File: config.mk
export PLATFORM = sky130hd
export DESIGN_NAME = gate_event_logger
export DESIGN_NICKNAME = d
export VERILOG_FILES = /design/src/rtl/gate_event_logger.sv
export SDC_FILE = /design/constraint.sdc
export NUM_CORES = 1
export LEC_CHECK = 0
export CELL_PAD_IN_SITES_DETAIL_PLACEMENT = 0
export CELL_PAD_IN_SITES_GLOBAL_PLACEMENT = 2
export CORE_ASPECT_RATIO = 0.7
export CORE_UTILIZATION = 40
export DETAILED_ROUTE_END_ITERATION = 8
export DONT_BUFFER_PORTS = 1
export MAX_ROUTING_LAYER = met4
export PLACE_DENSITY = 0.78
export SYNTH_ARGS = -nofsm -noshare
export SYNTH_HDL_FRONTEND = slang
export SYNTH_SLANG_ARGS = --single-unit
File: constraint.sdc
create_clock -name clk -period 4.05 [get_ports clk]
set_clock_uncertainty 0.2 [all_clocks]
set_input_delay 0.405 -clock clk [delete_from_list [all_inputs] [get_ports clk]]
set_output_delay 0.405 -clock clk [all_outputs]
set_load 0.01 [all_outputs]
File: src/rtl/gate_event_logger.sv
// gate_event_logger: logs changes of gate outputs c/d as timestamped records in a FIFO.
// Optional a/b consistency checker enabled by defining GATE_CHECK_EN.
module gate_event_logger #(
    parameter int DEPTH = 8
) (
    input  logic        clk,
    input  logic        rst,
    input  logic        a,
    input  logic        b,
    input  logic        c,
    input  logic        d,
    output logic        ev_valid,
    input  logic        ev_ready,
    output logic [7:0]  ev_data,
    output logic [15:0] ev_count,
    output logic        overflow,
    output logic        mismatch
);
    localparam int AW = $clog2(DEPTH);
    localparam logic [AW:0] FULL_CNT = (AW + 1)'(DEPTH);

    typedef enum logic {INIT, RUN} state_t;

    state_t      state_q, state_d;
    logic        prev_c_q, prev_c_d, prev_d_q, prev_d_d;
    logic [3:0]  ts_q, ts_d;
    logic [7:0]  mem_q [DEPTH];
    logic [7:0]  mem_d [DEPTH];
    logic [AW-1:0] wr_q, wr_d, rd_q, rd_d;
    logic [AW:0] cnt_q, cnt_d;
    logic [15:0] ev_count_q, ev_count_d;
    logic        overflow_q, overflow_d;
    logic        mismatch_q, mismatch_d;
    logic        event_w, push, pop, full, empty;
    logic [7:0]  rec;

    always_comb begin
        state_d = RUN;
        prev_c_d = c;
        prev_d_d = d;
        event_w = (state_q == RUN) && ((c ^ prev_c_q) || (d ^ prev_d_q));
        rec = {ts_q, c, d, c ^ prev_c_q, d ^ prev_d_q};
        ts_d = (state_q == INIT || event_w) ? 4'd0 : (ts_q == 4'hF ? ts_q : ts_q + 4'd1);
        empty = cnt_q == '0;
        full = cnt_q == FULL_CNT;
        // a full FIFO still accepts a push when the head leaves in the same cycle
        pop = !empty && ev_ready;
        push = event_w && (!full || pop);
        mem_d = mem_q;
        if (push) mem_d[wr_q] = rec;
        wr_d = push ? wr_q + AW'(1) : wr_q;
        rd_d = pop ? rd_q + AW'(1) : rd_q;
        cnt_d = cnt_q + (AW + 1)'(push) - (AW + 1)'(pop);
        ev_count_d = ev_count_q + 16'(event_w);
        overflow_d = overflow_q | (event_w & full & !pop);
    end

`ifdef GATE_CHECK_EN
    always_comb mismatch_d = mismatch_q | ((state_q == RUN) && ((c != (a & b)) || (d != (a | b))));
`else
    logic unused_ab;
    assign unused_ab = a ^ b;
    always_comb mismatch_d = 1'b0;
`endif

    always_ff @(posedge clk) begin
        mem_q <= mem_d;
        if (rst) begin
            state_q    <= INIT;
            prev_c_q   <= 1'b0;
            prev_d_q   <= 1'b0;
            ts_q       <= 4'd0;
            wr_q       <= '0;
            rd_q       <= '0;
            cnt_q      <= '0;
            ev_count_q <= 16'd0;
            overflow_q <= 1'b0;
            mismatch_q <= 1'b0;
        end else begin
            state_q    <= state_d;
            prev_c_q   <= prev_c_d;
            prev_d_q   <= prev_d_d;
            ts_q       <= ts_d;
            wr_q       <= wr_d;
            rd_q       <= rd_d;
            cnt_q      <= cnt_d;
            ev_count_q <= ev_count_d;
            overflow_q <= overflow_d;
            mismatch_q <= mismatch_d;
        end
    end

    assign ev_valid = !empty;
    assign ev_data  = empty ? 8'h00 : mem_q[rd_q];
    assign ev_count = ev_count_q;
    assign overflow = overflow_q;
    assign mismatch = mismatch_q;
endmodule

Yosys cells after proc, flatten, opt, wreduce, memory -nomap -nowiden:

Cells that the tools add are included.

* flip-flop bits (word level): 98
* input port bits: 7
* output and inout port bits: 27
* logic and storage cells: 56

* add/sub/neg operators: 6
* $lt $le $gt $ge: 3
* equal/unequal tests: 2
* multiplexer cells: 8
* bitwise logic cells: 8
* reduce and logical (&&, ||, !) cells: 12

Operators with widths (count)
* 64-bit bitwise mux: 1
* 8-bit two-way mux: 4
* 8-bit binary-select mux with 3-bit select: 1
* 8-bit demux with 3-bit select: 1
* 16-bit by 1-bit adder with 16-bit output: 1
* 4-bit equality test, second input constant: 2
* 4-bit >= comparator, second input constant: 2
* 3-bit inverter with 4-bit output: 2
* 3-bit by 1-bit adder with 3-bit output, second input constant: 2
* 4-bit by 1-bit adder with 4-bit output: 1
* 4-bit by 1-bit adder with 4-bit output, second input constant: 1
* 1-bit logical AND: 4
* 4-bit zero test: 1
* 4-bit by 1-bit < comparator with 1-bit output, second input constant: 1
* 4-bit by 1-bit subtractor with 4-bit output: 1
* 1-bit zero test: 3
* 1-bit logical OR: 3
* 1-bit AND: 2
* 2-bit OR reduction: 1
* 1-bit bitwise XOR: 2
* 1-bit two-way mux: 1
* 1-bit inverter: 1
* 1-bit OR: 1

Longest topological paths before layout:

Gate-level depths: netlist of run 1.

* depth after elaboration: 7
* depth in mapped cells: 13

Worst setup path before layout of run 1:

OpenSTA, ideal clock, no wires.

* path type: input -> register
* start point: in d
* end point: reg mem_q[24] (netlist bit) (enable)
* setup time: 0.395 ns
* arrival time: 2.001 ns
* data required time: 3.455 ns
* slack: 1.454 ns
* stages: 5
* path buffers: 0
* path through: xor2_1 o21ai_1 inv_2 nand2_2 nor4_1

* longest elaborated chain between the ends: 4

RTL lines
* start, declared: RTL line 11 `input logic d,`
* 1-bit bitwise XOR: RTL line 41 `event_w = (state_q == RUN) && ((c ^ prev_c_q) || (d ^ prev_d_q));`
* 1-bit logical OR: RTL line 41
* 1-bit logical AND: RTL line 41
* 1-bit logical AND: RTL line 48 `push = event_w && (!full || pop);`
* end signal, assigned: RTL line 67 `mem_q <= mem_d;`
* end, declared: RTL line 27 `logic [7:0] mem_q [DEPTH];`

Every way passes these cells.
A chain may end at the register's enable or synchronous reset.

Final worst setup path of run 1:

* start point: reg rd_q[0]
* end point: out ev_data[0]

* longest elaborated chain between the ends: 5

RTL lines
* start, declared: RTL line 29 `logic [AW-1:0] wr_q, wr_d, rd_q, rd_d;`
* start signal, assigned: RTL line 85 `rd_q <= rd_d;`
* 3-bit inverter with 4-bit output (implied by the code): RTL line 94 `assign ev_data = empty ? 8'h00 : mem_q[rd_q];`
* 8-bit binary-select mux with 3-bit select: RTL line 94
* 8-bit two-way mux (implied by the code) (2 in a row): RTL line 94
* 8-bit two-way mux: RTL line 94
* end, declared: RTL line 14 `output logic [7:0] ev_data,`

Every way passes these cells. The select of a mux whose other input is x is not followed.

==> impl_metrics.py, run 1 <==
metrics = {
    "hold_path": {
        "hp-class": "input pin to register",
    },
    "global_route": {
        "antenna_found_initial": 0,
        "grt_usage_pct": 15.9,
        "grt_max_degree": 29,
        "overflow": 0,
        "grt_pass1_vias": 2168,
        "grt_pass1_wl_um": 11700,
    },
    "cells_and_area": {
        "nets": 318,
        "drive_gt1_share_pct": 15.5,
        "diodes": 0,
        "area_growth_pct": 11.8,
        "stdcell_count": 432,
        "layout_commonest_cell": "edfxtp_1",
        "n_fill_cell": 864,
        "final_cell_mix": "edfxtp_1 (64), nor2_1 (35), dfxtp_1 (34)",
        "utilization_pct": 46.8,
    },
    "timing": {
        "maxSlewHeadroom_pct": 27.4,
        "post-route-period-util_pct": 69.9,
        "setup-violations-final": 0,
        "rsz0062_at_grt": "false",
        "fmax_mhz": 353,
        "period_minus_slack_ns": 2.83,
        "holdWs_ns": 0.0475,
        "fin_tns_setup_ns": 0,
        "worst_pin_slew_ns": 1.09,
        "maxSlewViolCount": 0,
        "finalHoldViolations": 0,
    },
    "clock_network": {
        "cts_max_level": 3,
        "numCtsBuffers": 9,
        "clkTransAtPathRegs_ns": 0.07,
        "cts_root_buf": "clkbuf_16",
        "cts_sinks": 98,
        "hold_buffers": 3,
        "post_cts_buffers": 0,
        "cts_tree": "yes",
        "worstSkewPairLatency_ns": 0.34,
        "cts_max_path_buffers": 2,
        "ctsResizeCount": 0,
    },
    "run": {
        "maxCapViolCount": 0,
    },
    "setup_path": {
        "required_ns": 3.44,
        "path_max_fanout": 14,
        "critical_path_class": "register to output pin",
        "arrival_ns": 2.23,
        "crit_path_end_kind": "output pin",
        "crit_path_start_kind": "register",
    },
    "detailed_routing": {
        "drcViolationCount": 0,
        "drt-total-wl_um": 7410,
        "viasPerCell": 5.09,
        "drt-pass1-iter-count": 4,
        "initialDrtViolationCount": 202,
        "drtAntennaViolNets": 0,
        "drt-wirelength-per-cell_um": 17.2,
        "vias": 2198,
    },
    "yosys": {
        "syn-cell-area_um2": 4120,
        "synth.avg_cell_area_um2": 14.5,
        "syn_nets": 304,
        "synthArstFlopShare_pct": 0,
        "synth_edf_count": 64,
        "synth-seq-area-share_pct": 63.2,
        "ys_warn_count": 0,
        "ys.flop_type": "edfxtp_1",
        "synth_cells": 285,
        "synth.distinct_cells": 46,
        "ys_ff_latch": 98,
    },
    "die": {
        "die_h_um": 86.9,
        "io_pins": 34,
        "die_width_um": 123,
        "start_util_pct": 41.9,
        "core_area_um2": 9830,
        "row_count": 30,
        "die_area_um2": 10700,
    },
    "pwr": {
        "clockPowerShare_pct": 33.0,
        "p_leak_nw": 1.53,
        "p_comb_share_pct": 19.1,
        "total_power_w": 0.00251,
        "intPower_w": 0.00183,
        "p_sw_share_pct": 26.9,
        "ir_drop_mv": 0.184,
        "switchingPower_w": 0.000674,
        "p_per_area_nw_per_um2": 545,
        "pwr-share-seq_pct": 47.9,
    },
    "place": {
        "io_buffers": 0,
        "gp_congestion": 0.702,
        "placedCellCount": 413,
        "dp_hpwl_um": 4800,
    },
    "run_status": {
        "status": "finished clean",
    },
}
==> logic make-up after synthesis <==
kind of cell	Yosys count	synth area share [%]
DFF	98	63.2
and+or+nand+nor	89	11.7
muxes	26	11.8
buffers and inverters	24	3.10
xor gates and xnor gates	18	3.83
AOI/OAI and AO/OA	17	2.49
adders and majority gates	12	3.83
other	1	0.0910
==> metal layers <==
metal / track usage, % / wire (um) / vias to the layer above
met1: 21.9 / 3750 / 1072
met4: 6.90 / 114 / 0
met2: 21.9 / 3200 / 39
li1: - / - / 1078
met5: - / 0 / -
met3: 4.38 / 352 / 9
==> final timing paths <==
path / from / to / slack, ns / cells past startpoint
hold / removal: rst / wr_q[0]$_SDFFE_PP0P_ / 0.05 / 2
setup reg to reg: cnt_q[2]$_SDFF_PP0_ / cnt_q[2]$_SDFF_PP0_ / 1.25 / 12
setup / recovery: rd_q[0]$_SDFFE_PP0P_ / ev_data[0] / 1.22 / 4
hold reg to reg: ev_count[8]$_SDFF_PP0_ / ev_count[8]$_SDFF_PP0_ / 0.37 / 2
==> synth_stat cells, types with 3 or more instances <==
master,count,share of area [%]
nor2_1,35,3.2
clkbuf_1,3,0.27
nand2_1,8,0.73
ha_1,11,3.3
a21oi_1,7,0.85
nor4_2,3,0.91
nor2b_1,5,0.76
inv_1,12,1.1
mux2i_1,10,2.4
edfxtp_1,64,47
dfxtp_1,34,17
nor3_1,8,0.97
o21ai_0,3,0.36
nand3_1,11,1.3
mux4_1,7,4.5
mux4_2,9,4.9
xor2_1,6,1.3
buf_4,3,0.55
xnor2_1,12,2.6
==> power by group through the flow <==
| stage | sequential, W | clock, W | combinational, W |
|---|---|---|---|
| after floorplan | 0.00117 | 0 | 0.000456 |
| after global placement | 0.00123 | 0 | 0.000464 |
| after detailed placement | 0.00123 | 0 | 0.000476 |
| after CTS | 0.00121 | 0.000855 | 0.000487 |
| after global routing | 0.00122 | 0.000888 | 0.000530 |
| final | 0.00120 | 0.000828 | 0.000479 |
==> worst max-delay path, cell delays in order (launching register included) <==
cell	delay [ns]
dfxtp_1	0.85
buf_4	0.30
mux4_2	0.51
mux2i_1	0.13
nor2_1	0.09
==> per-stage QoR <==
stage	instance area [um2]	setup WS [ns]
6_report	4600	1.22
5_1_grt	4600	0.998
4_1_cts	4600	1.13
3_5_place_dp	4280	1.31
3_3_place_gp	4280	1.35
2_1_floorplan	4120	1.45
==> state kept, by name (all words and copies together) (netlist names) <==
signal / count
ts_q: 4
prev_d_q: 1
mem_q: 64
rd_q: 3
overflow: 1
state_q: 1
ev_count: 16
cnt_q: 4
wr_q: 3
prev_c_q: 1
==> cell type report <==
class                      instances  area [um2]  share of cell area (%)
sequential                        98        2600                    56.5
clock inverter                     6        65.1                    1.41
inverter                          14        52.6                    1.14
multi-input combinational        163        1390                    30.2
clock buffer                      10         229                    4.97
tap                              128         160                    3.48
timing repair buffer              13         105                    2.28
No activity file was read; power rests on OpenSTA's default activity.
==> run 2, diff against run 1 <==
--- a/config.mk
+++ b/config.mk
@@ -5,14 +5,15 @@
 export SDC_FILE = /design/constraint.sdc
 export NUM_CORES = 1
 export LEC_CHECK = 0
+export ABC_AREA = 1
 export CELL_PAD_IN_SITES_DETAIL_PLACEMENT = 0
 export CELL_PAD_IN_SITES_GLOBAL_PLACEMENT = 2
 export CORE_ASPECT_RATIO = 0.7
-export CORE_UTILIZATION = 40
+export CORE_UTILIZATION = 37
 export DETAILED_ROUTE_END_ITERATION = 8
 export DONT_BUFFER_PORTS = 1
 export MAX_ROUTING_LAYER = met4
-export PLACE_DENSITY = 0.78
+export PLACE_DENSITY = 0.82
 export SYNTH_ARGS = -nofsm -noshare
 export SYNTH_HDL_FRONTEND = slang
 export SYNTH_SLANG_ARGS = --single-unit
==> constraint.sdc (replaced) <==
create_clock -name clk -period 2.3 [get_ports clk]
set_clock_uncertainty 0.2 [all_clocks]
set_input_delay 0.23 -clock clk [delete_from_list [all_inputs] [get_ports clk]]
set_output_delay 0.23 -clock clk [all_outputs]
set_load 0.01 [all_outputs]
==> impl_metrics.py, run 2 <==
metrics = {
    "yosys": {
        "ys_ff_latch": 98,
        "yosys.area_share.xor_xnor_pct": 1.24,
        "ys_warn_count": 0,
        "synth.avg_cell_area_um2": 10.0,
        "synth_cells": 423,
        "syn_nets": 442,
        "synth.largest_area_cell": "edfxtp_1",
        "synth_top_family_by_area": "simple AND/OR/NAND/NOR gates",
        "synth.distinct_cells": 35,
        "ys.flop_type": "edfxtp_1",
        "yosysMostFrequentCell": "nor2_1",
        "muxShareOfSynthArea_pct": 0,
        "syn-cell-area_um2": 4250,
        "synth_compound_area_share_pct": 9.05,
        "synthArstFlopShare_pct": 0,
        "synthAdderAreaFrac_pct": 3.71,
        "yosysTopAreaCellShare_pct": 45.3,
        "yosys-top-cells-count": "nor2_1 (96), edfxtp_1 (64), nand2_1 (46)",
        "synth-seq-area-share_pct": 61.3,
        "post_synth_main_area_contributors": "edfxtp_1 (45%), dfxtp_1 (16%), nor2_1 (8.5%)",
        "synth_edf_count": 64,
        "synthSimpleGateAreaFrac_pct": 18.8,
    },
    "detailed_routing": {
        "drtAntennaViolNets": 0,
        "drcViolationCount": 0,
        "drt-pass1-iter-count": 4,
        "viasPerCell": 4.81,
        "drt-total-wl_um": 9210,
        "vias": 2970,
        "initialDrtViolationCount": 159,
        "drt-wirelength-per-cell_um": 14.9,
    },
    "global_route": {
        "grt_max_degree": 26,
        "antenna_found_initial": 0,
        "grt_usage_pct": 17.4,
        "grt_pass1_wl_um": 14700,
        "grt_pass1_vias": 2838,
        "overflow": 0,
    },
    "pwr": {
        "switchingPower_w": 0.00157,
        "p_sw_share_pct": 32.2,
        "clockPowerShare_pct": 28.4,
        "total_power_w": 0.00488,
        "ir_drop_mv": 0.407,
        "p_leak_nw": 1.85,
        "intPower_w": 0.00331,
        "p_per_area_nw_per_um2": 965,
        "pwr-share-seq_pct": 43.6,
        "p_comb_share_pct": 28.0,
    },
    "timing": {
        "rsz0062_at_grt": "true",
        "period_minus_slack_ns": 2.20,
        "post-route-period-util_pct": 95.8,
        "worst_pin_slew_ns": 0.726,
        "maxSlewViolCount": 0,
        "maxSlewHeadroom_pct": 51.6,
        "finalHoldViolations": 6,
        "fmax_mhz": 454,
        "setup-violations-final": 0,
        "holdWs_ns": -0.256,
    },
    "die": {
        "start_util_pct": 38.3,
        "row_count": 32,
        "die_width_um": 130,
        "die_h_um": 91.6,
        "die_area_um2": 11900,
        "io_pins": 34,
        "core_area_um2": 11100,
    },
    "setup_path": {
        "crit_path_end_kind": "register",
        "critical_path_class": "register to register",
        "arrival_ns": 2.24,
        "crit_path_start_kind": "register",
        "required_ns": 2.34,
        "path_max_fanout": 3,
    },
    "cells_and_area": {
        "multi_input_area_um2": 1490,
        "largest_reg_flops": 64,
        "area_growth_pct": 19.0,
        "n_fill_cell": 1068,
        "layout_commonest_cell": "nor2_1",
        "diodes": 0,
        "drive_gt1_share_pct": 20.4,
        "regArea_um2": 2610,
        "stdcell_count": 618,
        "final_cell_mix": "nor2_1 (95), edfxtp_1 (64), nand2_1 (44)",
        "nets": 479,
        "regMostFlops": "mem_q",
    },
    "clock_network": {
        "cts_root_buf": "clkbuf_16",
        "numCtsBuffers": 9,
        "cts_max_path_buffers": 2,
        "cts_sinks": 98,
        "cts_tree": "yes",
        "hold_buffers": 9,
        "clkTransAtPathRegs_ns": 0.06,
        "cts_max_level": 3,
        "worstSkewPairLatency_ns": 0.35,
    },
    "place": {
        "io_buffers": 0,
        "gp_congestion": 0.746,
        "dp_hpwl_um": 6220,
        "placedCellCount": 588,
    },
    "hold_path": {
        "hp-class": "input pin to register",
    },
    "run_status": {
        "status": "finished, violations left",
        "violations": "hold timing",
    },
    "run": {
        "maxCapViolCount": 0,
    },
}
run 2: cell count changes after synthesis, sizes merged, moves of 5 or more:
| cell | before | now |
|---|---|---|
| o22ai | 0 | 8 |
| nor2b | 5 | 0 |
| nor2 | 35 | 104 |
| inv | 14 | 41 |
| nand3 | 13 | 8 |
| mux2i | 10 | 0 |
| o21ai | 4 | 41 |
| o211ai | 0 | 8 |
| buf | 6 | 12 |
| nor4 | 5 | 0 |
| nand2 | 9 | 55 |
| xnor2 | 12 | 4 |
| mux4 | 16 | 0 |
run 2: cell type report:
cell class                      count  area share, %
Clock buffer                       11           4.80
Clock inverter                      5          0.619
Timing Repair Buffer               39           6.31
Sequential cell                    98           51.7
Multi-Input combinational cell    270           29.6
Inverter                           42           3.22
Tap cell                          153           3.79
run 2: final timing paths:
kind	startpoint	end	slack [ns]	depth (start not counted)
worst min register to register	ev_count[4]$_SDFF_PP0_	ev_count[4]$_SDFF_PP0_	0.33	2
worst min-delay path	rst	cnt_q[0]$_SDFF_PP0_	-0.26	1
worst max register to register	cnt_q[3]$_SDFF_PP0_	cnt_q[2]$_SDFF_PP0_	0.1	13
worst max-delay path	cnt_q[3]$_SDFF_PP0_	cnt_q[2]$_SDFF_PP0_	0.1	13
run 2: critical path, stage by stage, from the launching register on:
cell and delay [ns]:
dfxtp_2 0.33, inv_2 0.04, ha_4 0.17, nand2_8 0.07, nand2_8 0.05, buf_4 0.13, inv_1 0.12, ha_4 0.22
inv_2 0.06, ha_4 0.13, inv_2 0.03, fa_2 0.33, xor2_1 0.16, nor2_1 0.05
run 2: cell families after synthesis:
group,Yosys count
and+or+nand+nor,181
AOI/OAI and AO/OA,70
other,1
DFF,98
adders and majority gates,12
buffers and inverters,55
xor gates and xnor gates,6
run 2: metrics by stage:
step                      setup slack (ns)  hold WS (ns)  TNS [ns]  util [%]  area [um2]
after floorplan                    -0.0594         0.102   -0.0927         -        4290
after global placement             0.00879         0.101         0      41.2        4570
after detailed placement           -0.0111         0.100   -0.0165      41.2        4570
after CTS                          0.00576        -0.278         0      44.8        4970
after global routing               -0.0260        -0.274   -0.0862      45.6        5050
final                               0.0965        -0.256         0      45.6        5050
run 2: repair_timing:
item | in CTS | in global routing
pin swaps | 2 | 6
hold endpoints to repair | 30 | 6
setup buffers | 2 | 3
resized for setup | 6 | 19
setup endpoints to repair | 10 | 11
run 2: routing by layer:
metal  track usage [%]  part of all wire [%]
met1              23.5                    52
met5                 -                     0
met4              5.23                   1.7
met2              25.1                    43
met3              5.37                   4.1
run 2: power groups by stage:
stage | clock network [W] | logic [W] | registers (W)
6_report | 0.00138 | 0.00137 | 0.00213
4_1_cts | 0.00143 | 0.00134 | 0.00212
2_1_floorplan | 0 | 0.000993 | 0.00211
5_1_grt | 0.00148 | 0.00155 | 0.00214
3_5_place_dp | 0 | 0.00128 | 0.00215
3_3_place_gp | 0 | 0.00126 | 0.00215
==> run 3, diff against run 2 <==
--- a/config.mk
+++ b/config.mk
@@ -14,6 +14,7 @@
 export DONT_BUFFER_PORTS = 1
 export MAX_ROUTING_LAYER = met4
 export PLACE_DENSITY = 0.82
+export RECOVER_POWER = 25
 export SYNTH_ARGS = -nofsm -noshare
 export SYNTH_HDL_FRONTEND = slang
 export SYNTH_SLANG_ARGS = --single-unit
==> impl_metrics.py, run 3 (same netlist as run 2, synthesis figures left out) <==
metrics = {
    "run_status": {
        "status": "finished, violations left",
        "violations": "hold timing",
    },
    "place": {
        "dp_hpwl_um": 6220,
        "gp_congestion": 0.746,
        "io_buffers": 0,
        "placedCellCount": 588,
    },
    "timing": {
        "rsz0062_at_grt": "true",
        "post-route-period-util_pct": 95.8,
        "maxSlewHeadroom_pct": 51.6,
        "period_minus_slack_ns": 2.20,
        "holdWs_ns": -0.256,
        "setup-violations-final": 0,
        "fin_tns_setup_ns": 0,
        "fmax_mhz": 454,
        "worst_pin_slew_ns": 0.726,
        "maxSlewViolCount": 0,
        "finalHoldViolations": 6,
    },
    "cells_and_area": {
        "area_growth_pct": 19.0,
        "diodes": 0,
        "regMostFlops": "mem_q",
        "n_fill_cell": 1068,
        "drive_gt1_share_pct": 20.2,
        "final_cell_mix": "nor2_1 (95), edfxtp_1 (64), nand2_1 (44)",
        "nets": 479,
        "layout_commonest_cell": "nor2_1",
        "largest_reg_flops": 64,
        "stdcell_count": 618,
    },
    "clock_network": {
        "cts_max_path_buffers": 2,
        "cts_sinks": 98,
        "cts_tree": "yes",
        "cts_root_buf": "clkbuf_16",
        "cts_max_level": 3,
        "worstSkewPairLatency_ns": 0.35,
        "hold_buffers": 9,
        "clkTransAtPathRegs_ns": 0.06,
        "numCtsBuffers": 9,
    },
    "global_route": {
        "overflow": 0,
        "grt_max_degree": 26,
        "antenna_found_initial": 0,
        "grt_usage_pct": 17.4,
        "grt_pass1_vias": 2838,
        "grt_pass1_wl_um": 14700,
    },
    "setup_path": {
        "critical_path.slowest_cell": "dfxtp_2",
        "cpLargestDelayFamily": "adder cells",
        "slowest_delay_ns": 0.33,
        "path_max_fanout": 3,
        "worstReg2RegStart": "cnt_q[3]$_SDFF_PP0_",
        "r2r-end": "cnt_q[2]$_SDFF_PP0_",
        "required_ns": 2.34,
        "path_buf_inv": 5,
        "crit_path_start_kind": "register",
        "path_cells": "inv_2 -> ha_4 -> nand2_8 -> nand2_8 -> buf_4 -> inv_1 -> ha_4 -> inv_2 -> ha_4 -> inv_2 -> fa_2 -> xor2_1 -> nor2_1",
        "arrival_ns": 2.24,
        "r2r_slack_ns": 0.1,
        "reg2reg_depth": 13,
        "critical_path_class": "register to register",
        "crit_path_end_kind": "register",
    },
    "pwr": {
        "p_per_area_nw_per_um2": 965,
        "ir_drop_mv": 0.407,
        "p_leak_nw": 1.85,
    },
    "detailed_routing": {
        "drcViolationCount": 0,
        "drt-pass1-iter-count": 4,
        "drt-total-wl_um": 9210,
        "viasPerCell": 4.81,
        "drtAntennaViolNets": 0,
        "initialDrtViolationCount": 159,
        "drt-wirelength-per-cell_um": 14.9,
        "vias": 2971,
    },
    "die": {
        "die_h_um": 91.6,
        "die_width_um": 130,
        "die_area_um2": 11900,
        "core_area_um2": 11100,
        "io_pins": 34,
        "row_count": 32,
        "start_util_pct": 38.3,
    },
    "hold_path": {
        "min_path_cells": 1,
        "hp-class": "input pin to register",
        "min_to": "cnt_q[0]$_SDFF_PP0_",
        "hp-start": "rst",
    },
    "run": {
        "maxCapViolCount": 0,
    },
}
-- run 3: timing repair --
action                                  4_1_cts  5_1_grt
setup buffers                                 2        3
gates resized for setup                       6       19
endpoints found under the hold margin        30        6
pin swaps                                     2        6
endpoints found under the setup margin       10       11
-- run 3: layer usage --
| layer | part of all wire [%] | vias to the layer above | wire (um) | track usage (%) |
|---|---|---|---|---|
| met3 | 4.1 | 16 | 378 | 5.37 |
| met2 | 43 | 49 | 3930 | 25.1 |
| met1 | 52 | 1406 | 4750 | 23.5 |
| li1 | - | 1500 | - | - |
| met5 | 0 | - | 0 | - |
| met4 | 1.7 | 0 | 152 | 5.23 |
-- run 3: area by class of cell --
class                           count  area, um2  share of cell area [%]
Inverter                           42        163                    3.22
Clock inverter                      5       31.3                   0.619
Multi-Input combinational cell    270       1490                    29.6
Sequential cell                    98       2610                    51.7
Clock buffer                       11        243                    4.80
Timing Repair Buffer               39        319                    6.31
Tap cell                          153        191                    3.79
-- run 3: power by group --
part           internal [W]  switching, W  total [W]
clock network      0.000759      0.000626    0.00138
registers           0.00201      0.000116    0.00213
logic              0.000537      0.000829    0.00137
total               0.00331       0.00157    0.00488
-- run 3: worst max path at each step --
stage,slack [ns],cells past startpoint,start,to
final,0.1,13,cnt_q[3]$_SDFF_PP0_,cnt_q[2]$_SDFF_PP0_
after global routing,-0.03,16,prev_c_q$_SDFF_PP0_,ev_count[10]$_SDFF_PP0_
after CTS,0.006,14,cnt_q[2]$_SDFF_PP0_,cnt_q[1]$_SDFF_PP0_
after detailed placement,-0.01,13,cnt_q[0]$_SDFF_PP0_,cnt_q[1]$_SDFF_PP0_
after global placement,0.009,14,cnt_q[2]$_SDFF_PP0_,cnt_q[1]$_SDFF_PP0_
after floorplan,-0.06,14,cnt_q[3]$_SDFF_PP0_,cnt_q[1]$_SDFF_PP0_
-- run 3: worst register-to-register path, delay by kind of cell, from the launching register on --
kind,cells,cell delay (ns)
adder cells (fa/ha/maj),4,0.85
flip-flops,1,0.33
buffers and inverters,5,0.38
AND/OR/NAND/NOR,3,0.17
XOR/XNOR,1,0.16
-- run 3: stage by stage --
step | hold WS [ns] | utilization (%) | power [W] | setup WS [ns] | area [um2]
after floorplan | 0.102 | - | 0.00310 | -0.0594 | 4290
after global placement | 0.101 | 41.2 | 0.00341 | 0.00879 | 4570
after detailed placement | 0.100 | 41.2 | 0.00343 | -0.0111 | 4570
after CTS | -0.278 | 44.8 | 0.00489 | 0.00576 | 4970
after global routing | -0.274 | 45.6 | 0.00517 | -0.0260 | 5050
final | -0.256 | 45.6 | 0.00488 | 0.0964 | 5050
